$ cat config.mk
export PLATFORM = sky130hd
export DESIGN_NAME = demux_stream_nch
export DESIGN_NICKNAME = d
export VERILOG_FILES = /design/src/rtl/demux_stream_nch.sv
export SDC_FILE = /design/constraint.sdc
export NUM_CORES = 1
export LEC_CHECK = 0
export ABC_AREA = 1
export BUFFER_PORTS_ARGS = -buffer_cell sky130_fd_sc_hd__buf_2
export CAP_MARGIN = 15
export CORE_MARGIN = 1
export CORE_UTILIZATION = 30
export DETAILED_ROUTE_END_ITERATION = 12
export PLACE_DENSITY_LB_ADDON = 0.2
export SLEW_MARGIN = 20
export SYNTH_ARGS = -nofsm -noshare
export SYNTH_HDL_FRONTEND = slang
export SYNTH_SLANG_ARGS = --single-unit
$ cat constraint.sdc
create_clock -name clk -period 2.35 [get_ports clk]
set_clock_uncertainty 0.1 [all_clocks]
set_input_delay 0.1175 -clock clk [delete_from_list [all_inputs] [get_ports clk]]
set_output_delay 0.1175 -clock clk [all_outputs]
set_load 0.02 [all_outputs]
$ cat src/rtl/demux_stream_nch.sv
// demux_stream_nch: 1-to-N valid/ready stream demultiplexer with one FIFO per
// output channel, optional broadcast to every channel, and a saturating count
// of words sunk because their select addressed a channel that does not exist.
module demux_stream_nch #(
  parameter int unsigned DW    = 8,
  parameter int unsigned N     = 4,
  parameter int unsigned DEPTH = 2
) (
  input  logic                 clk,
  input  logic                 rst_n,
  input  logic                 in_valid,
  output logic                 in_ready,
  input  logic [DW-1:0]        in_data,
  input  logic [$clog2(N)-1:0] in_sel,
  input  logic                 in_bcast,
  output logic [N-1:0]         out_valid,
  input  logic [N-1:0]         out_ready,
  output logic [N*DW-1:0]      out_data,
  output logic [7:0]           drop_cnt
);

  localparam int unsigned SW = $clog2(N);
  localparam int unsigned AW = $clog2(DEPTH);
  localparam int unsigned CW = AW + 1;

  logic [DW-1:0] mem  [N][DEPTH];
  logic [AW-1:0] wptr [N];
  logic [AW-1:0] rptr [N];
  logic [CW-1:0] cnt  [N];

  logic [N-1:0] full;
  logic [N-1:0] push;
  logic [N-1:0] pop;
  logic         sel_ok;
  logic         sel_full;
  logic         accept;
  logic         drop;

  // Per-channel status and lookup of the addressed channel (no out-of-range index)
  always_comb begin
    full      = '0;
    out_valid = '0;
    sel_ok    = 1'b0;
    sel_full  = 1'b0;
    for (int k = 0; k < N; k++) begin
      full[k]      = (cnt[k] == CW'(DEPTH));
      out_valid[k] = (cnt[k] != '0);
      if (in_sel == SW'(k)) begin
        sel_ok   = 1'b1;
        sel_full = (cnt[k] == CW'(DEPTH));
      end
    end
  end

  // Input ready depends only on FIFO occupancy, never on out_ready
  always_comb begin
    if (!rst_n) begin
      in_ready = 1'b0;
    end else if (in_bcast) begin
      in_ready = ~|full;
    end else if (sel_ok) begin
      in_ready = ~sel_full;
    end else begin
      in_ready = 1'b1;
    end
  end

  // Push/pop strobes; a broadcast pushes every channel on the same edge
  always_comb begin
    accept = in_valid & in_ready;
    drop   = accept & ~in_bcast & ~sel_ok;
    push   = '0;
    for (int k = 0; k < N; k++) begin
      push[k] = accept & (in_bcast | (sel_ok & (in_sel == SW'(k))));
    end
    pop = out_valid & out_ready;
  end

  // FIFO pointers and occupancy; pointers wrap naturally at DEPTH (power of 2)
  always_ff @(posedge clk or negedge rst_n) begin
    if (!rst_n) begin
      for (int k = 0; k < N; k++) begin
        wptr[k] <= '0;
        rptr[k] <= '0;
        cnt[k]  <= '0;
      end
    end else begin
      for (int k = 0; k < N; k++) begin
        if (push[k]) begin
          wptr[k] <= wptr[k] + AW'(1);
        end
        if (pop[k]) begin
          rptr[k] <= rptr[k] + AW'(1);
        end
        if (push[k] && !pop[k]) begin
          cnt[k] <= cnt[k] + CW'(1);
        end else if (!push[k] && pop[k]) begin
          cnt[k] <= cnt[k] - CW'(1);
        end
      end
    end
  end

  // FIFO storage; contents are qualified by cnt so no reset is needed
  always_ff @(posedge clk) begin
    for (int k = 0; k < N; k++) begin
      if (push[k]) begin
        mem[k][wptr[k]] <= in_data;
      end
    end
  end

  // Head word per channel, forced to zero when the channel is empty
  always_comb begin
    out_data = '0;
    for (int k = 0; k < N; k++) begin
      if (out_valid[k]) begin
        out_data[k*DW +: DW] = mem[k][rptr[k]];
      end
    end
  end

  // Saturating count of words sunk for a non-existent channel
  always_ff @(posedge clk or negedge rst_n) begin
    if (!rst_n) begin
      drop_cnt <= '0;
    end else if (drop && (drop_cnt != 8'hFF)) begin
      drop_cnt <= drop_cnt + 8'd1;
    end
  end

endmodule
==> flow_summary.ini <==
[power_and_ir_drop]
pwr-share-seq_pct = 37.7
switchingPower_uw = 2120
power_density_nw_per_um2 = 1260
p_leak_uw = 0.00195
clkPwrFrac_pct = 27.1
switching_share_pct = 37.7
comb_power_share_pct = 35.2
ir_drop_v = 0.000380
intPower_uw = 3500

[final_layout]
final_core_util_pct = 38.6
drive_above_1_share_pct = 26.9
layout.cells.non_filler = 533
final_common_cell = nand2_1
syn2layout_area_growth_pct = 24.0
regArea_um2 = 2520
antennaDiodeCount = 0
multi_input_comb_area_um2 = 888
fillerInstances = 1147
layout_common_cells = 89 x nand2_1, 64 x edfxtp_1, 62 x buf_2, 36 x a21oi_1
finish.net_count = 407

[critical_path]
r2r_start = cnt[6]$_DFFE_PN0P_
rrSetupSlack_ps = 290
rr_endpoint = cnt[1]$_DFFE_PN0P_
worstPathArrival_ps = 2180
path_class = flop to flop
worstSetupStartpointType = flop
r2r_cells = 12
end_kind = flop
critPathMaxFanout = 4
required_ps = 2470

[place]
port_buffers = 62
dp_cells = 513
place_ws_ps = 304
globalplace.congestion = 0.811
dp_hpwl_mm = 5.22

[die]
coreArea_um2 = 11500
num_rows = 39
die_w_um = 111
pin_count = 63
die_h_um = 111
start_util_pct = 31.1
die-area_um2 = 12400

[cts]
hold_buffers = 4
post_cts_resize_count = 0
clock_latency_ps = 340
post_cts_buffers = 0
clock_sinks = 88
clkSlewWorstSetupHoldPaths_ps = 70
cts_tree = done
cts_buffers = 9
clockRootBuffer = clkbuf_16
htreeDepth = 3
clockBufferDepth = 2

[detailed_routing]
wl_met1_mm = 3.73
highest_layer = met4
wl_mm = 7.79
wl_met2_mm = 3.48
viasPerCell = 4.43
drc = 14
postRouteAntennaNets = 0
firstDrtPassIters = 9
num_vias = 2363
drt_iter0_markers = 129
wl_per_cell_um = 14.6
wl_met3_um = 328

[global_route]
grt_pass1_vias = 2399
grt_max_degree = 16
grt_overflow_total = 0
grt_util_all_layers_pct = 13.4
grt_pass1_wl_mm = 12.2
antenna_found_initial = 0

[logic_synthesis]
yosysWarningCount = 0
syn-num-nets = 334
synth_area_leaders = edfxtp_1 54%, dfrtp_1 17%, nand2_1 9.3%
synth_top_cell_area_share_pct = 53.6
ys_seq_area_share_pct = 70.3
synth_top_area_cell = edfxtp_1
synthCells = 312
syn_area_per_cell_um2 = 11.5
synth-main-ff-cell = edfxtp_1
synth_cell_type_count = 20
ys_ff_latch = 88
synth-edff-count = 64
synth.cell_area_um2 = 3590
synthArstFlopShare_pct = 27.3

[run_status]
failed_checks = design-rule violations, negative hold slack
status = finished with violations

[sta]
max_freq_mhz = 486
tightest_slew_ps = 357
setup_violations = 0
fin_crit_ps = 2060
setup_tns_ps = 0
hold_viol_final = 8
slew_viol_final = 0
finalCritPeriodShare_pct = 87.5
slew_headroom_pct = 76.2
finalWorstSetupSlack_ps = 294
rsz0062_at_grt = false
holdWs_ps = -10.5

[flow_run]
drv_cap = 0

[hold_path]
holdPathStages = 1
min_to = mem[3][2]$_DFFE_PP_
min_from = in_data[2]
holdCritPathClass = input port to flop
metal layers:
layer  vias to the layer above  GRT usage, %
met2                        66          20.2
li1                       1182             -
met5                         -             0
met4                         0          8.83
met3                        13          2.78
met1                      1102          17.7
cells by family after synthesis:
family / share of synthesized area (%)
AOI/OAI and AO/OA: 5.83
and+or+nand+nor: 14.6
DFF: 70.3
buffers and inverters: 4.88
xor gates and xnor gates: 2.93
adders and majority gates: 1.40
worst max-delay path, stage by stage (launching register included):
cell	delay (ps)
dfrtp_1	420
inv_2	80
nand2_2	60
nand2_1	80
nand2_1	50
nor2_1	100
nand2_1	110
nand4_1	180
inv_1	70
ha_1	320
a21oi_1	110
o21ai_0	110
xnor2_1	130
final cells by class:
| type | count | area share (%) |
|---|---|---|
| Clock inverter | 7 | 2.11 |
| Inverter | 32 | 2.70 |
| Multi-Input combinational cell | 179 | 20.0 |
| Tap cell | 143 | 4.02 |
| Clock buffer | 9 | 5.06 |
| Timing Repair Buffer | 75 | 9.40 |
| Sequential cell | 88 | 56.7 |
Yosys cell counts (2+ instances only):
| cell type | number |
|---|---|
| a21oi_1 | 36 |
| buf_2 | 5 |
| clkbuf_1 | 8 |
| clkinv_1 | 4 |
| dfrtp_1 | 24 |
| edfxtp_1 | 64 |
| ha_1 | 4 |
| inv_1 | 24 |
| inv_2 | 4 |
| nand2_1 | 89 |
| nand2_2 | 7 |
| nand4_1 | 8 |
| nor2_1 | 10 |
| nor2_2 | 5 |
| nor2_4 | 2 |
| o21ai_0 | 4 |
| xnor2_1 | 8 |
| xor2_1 | 4 |
metrics by stage:
stage / hold slack, ps / instance area, µm² / total power, µW
2_1_floorplan: -278 / 3590 / 3450
4_1_cts: 1.72 / 4450 / 5700
5_1_grt: 0.569 / 4450 / 5960
3_5_place_dp: -50.4 / 4090 / 4150
3_3_place_gp: -57.1 / 4090 / 4120
6_report: -10.5 / 4450 / 5620
how the worst max path moves through the flow:
stage,startpoint,to,slack (ps),cells past startpoint
after floorplan,cnt[2]$_DFFE_PN0P_,cnt[1]$_DFFE_PN0P_,500,12
after global placement,cnt[4]$_DFFE_PN0P_,cnt[7]$_DFFE_PN0P_,350,12
after detailed placement,cnt[6]$_DFFE_PN0P_,cnt[1]$_DFFE_PN0P_,300,12
after CTS,cnt[6]$_DFFE_PN0P_,cnt[1]$_DFFE_PN0P_,280,12
after global routing,cnt[4]$_DFFE_PN0P_,cnt[1]$_DFFE_PN0P_,40,12
final,cnt[6]$_DFFE_PN0P_,cnt[1]$_DFFE_PN0P_,290,12
sequential cells by signal, summed over array words and instances (netlist names):
register / count
cnt: 8
rptr: 4
wptr: 4
mem: 64
drop_cnt: 8
power by group through the flow:
stage,Combinational [µW],Sequential [µW],Clock [µW]
floorplan,1420,2030,0
global placement,1980,2140,0
detailed placement,2000,2150,0
CTS,2010,2120,1560
global route,2180,2160,1620
finish,1970,2120,1520
No activity file was read; power rests on OpenSTA's default activity.
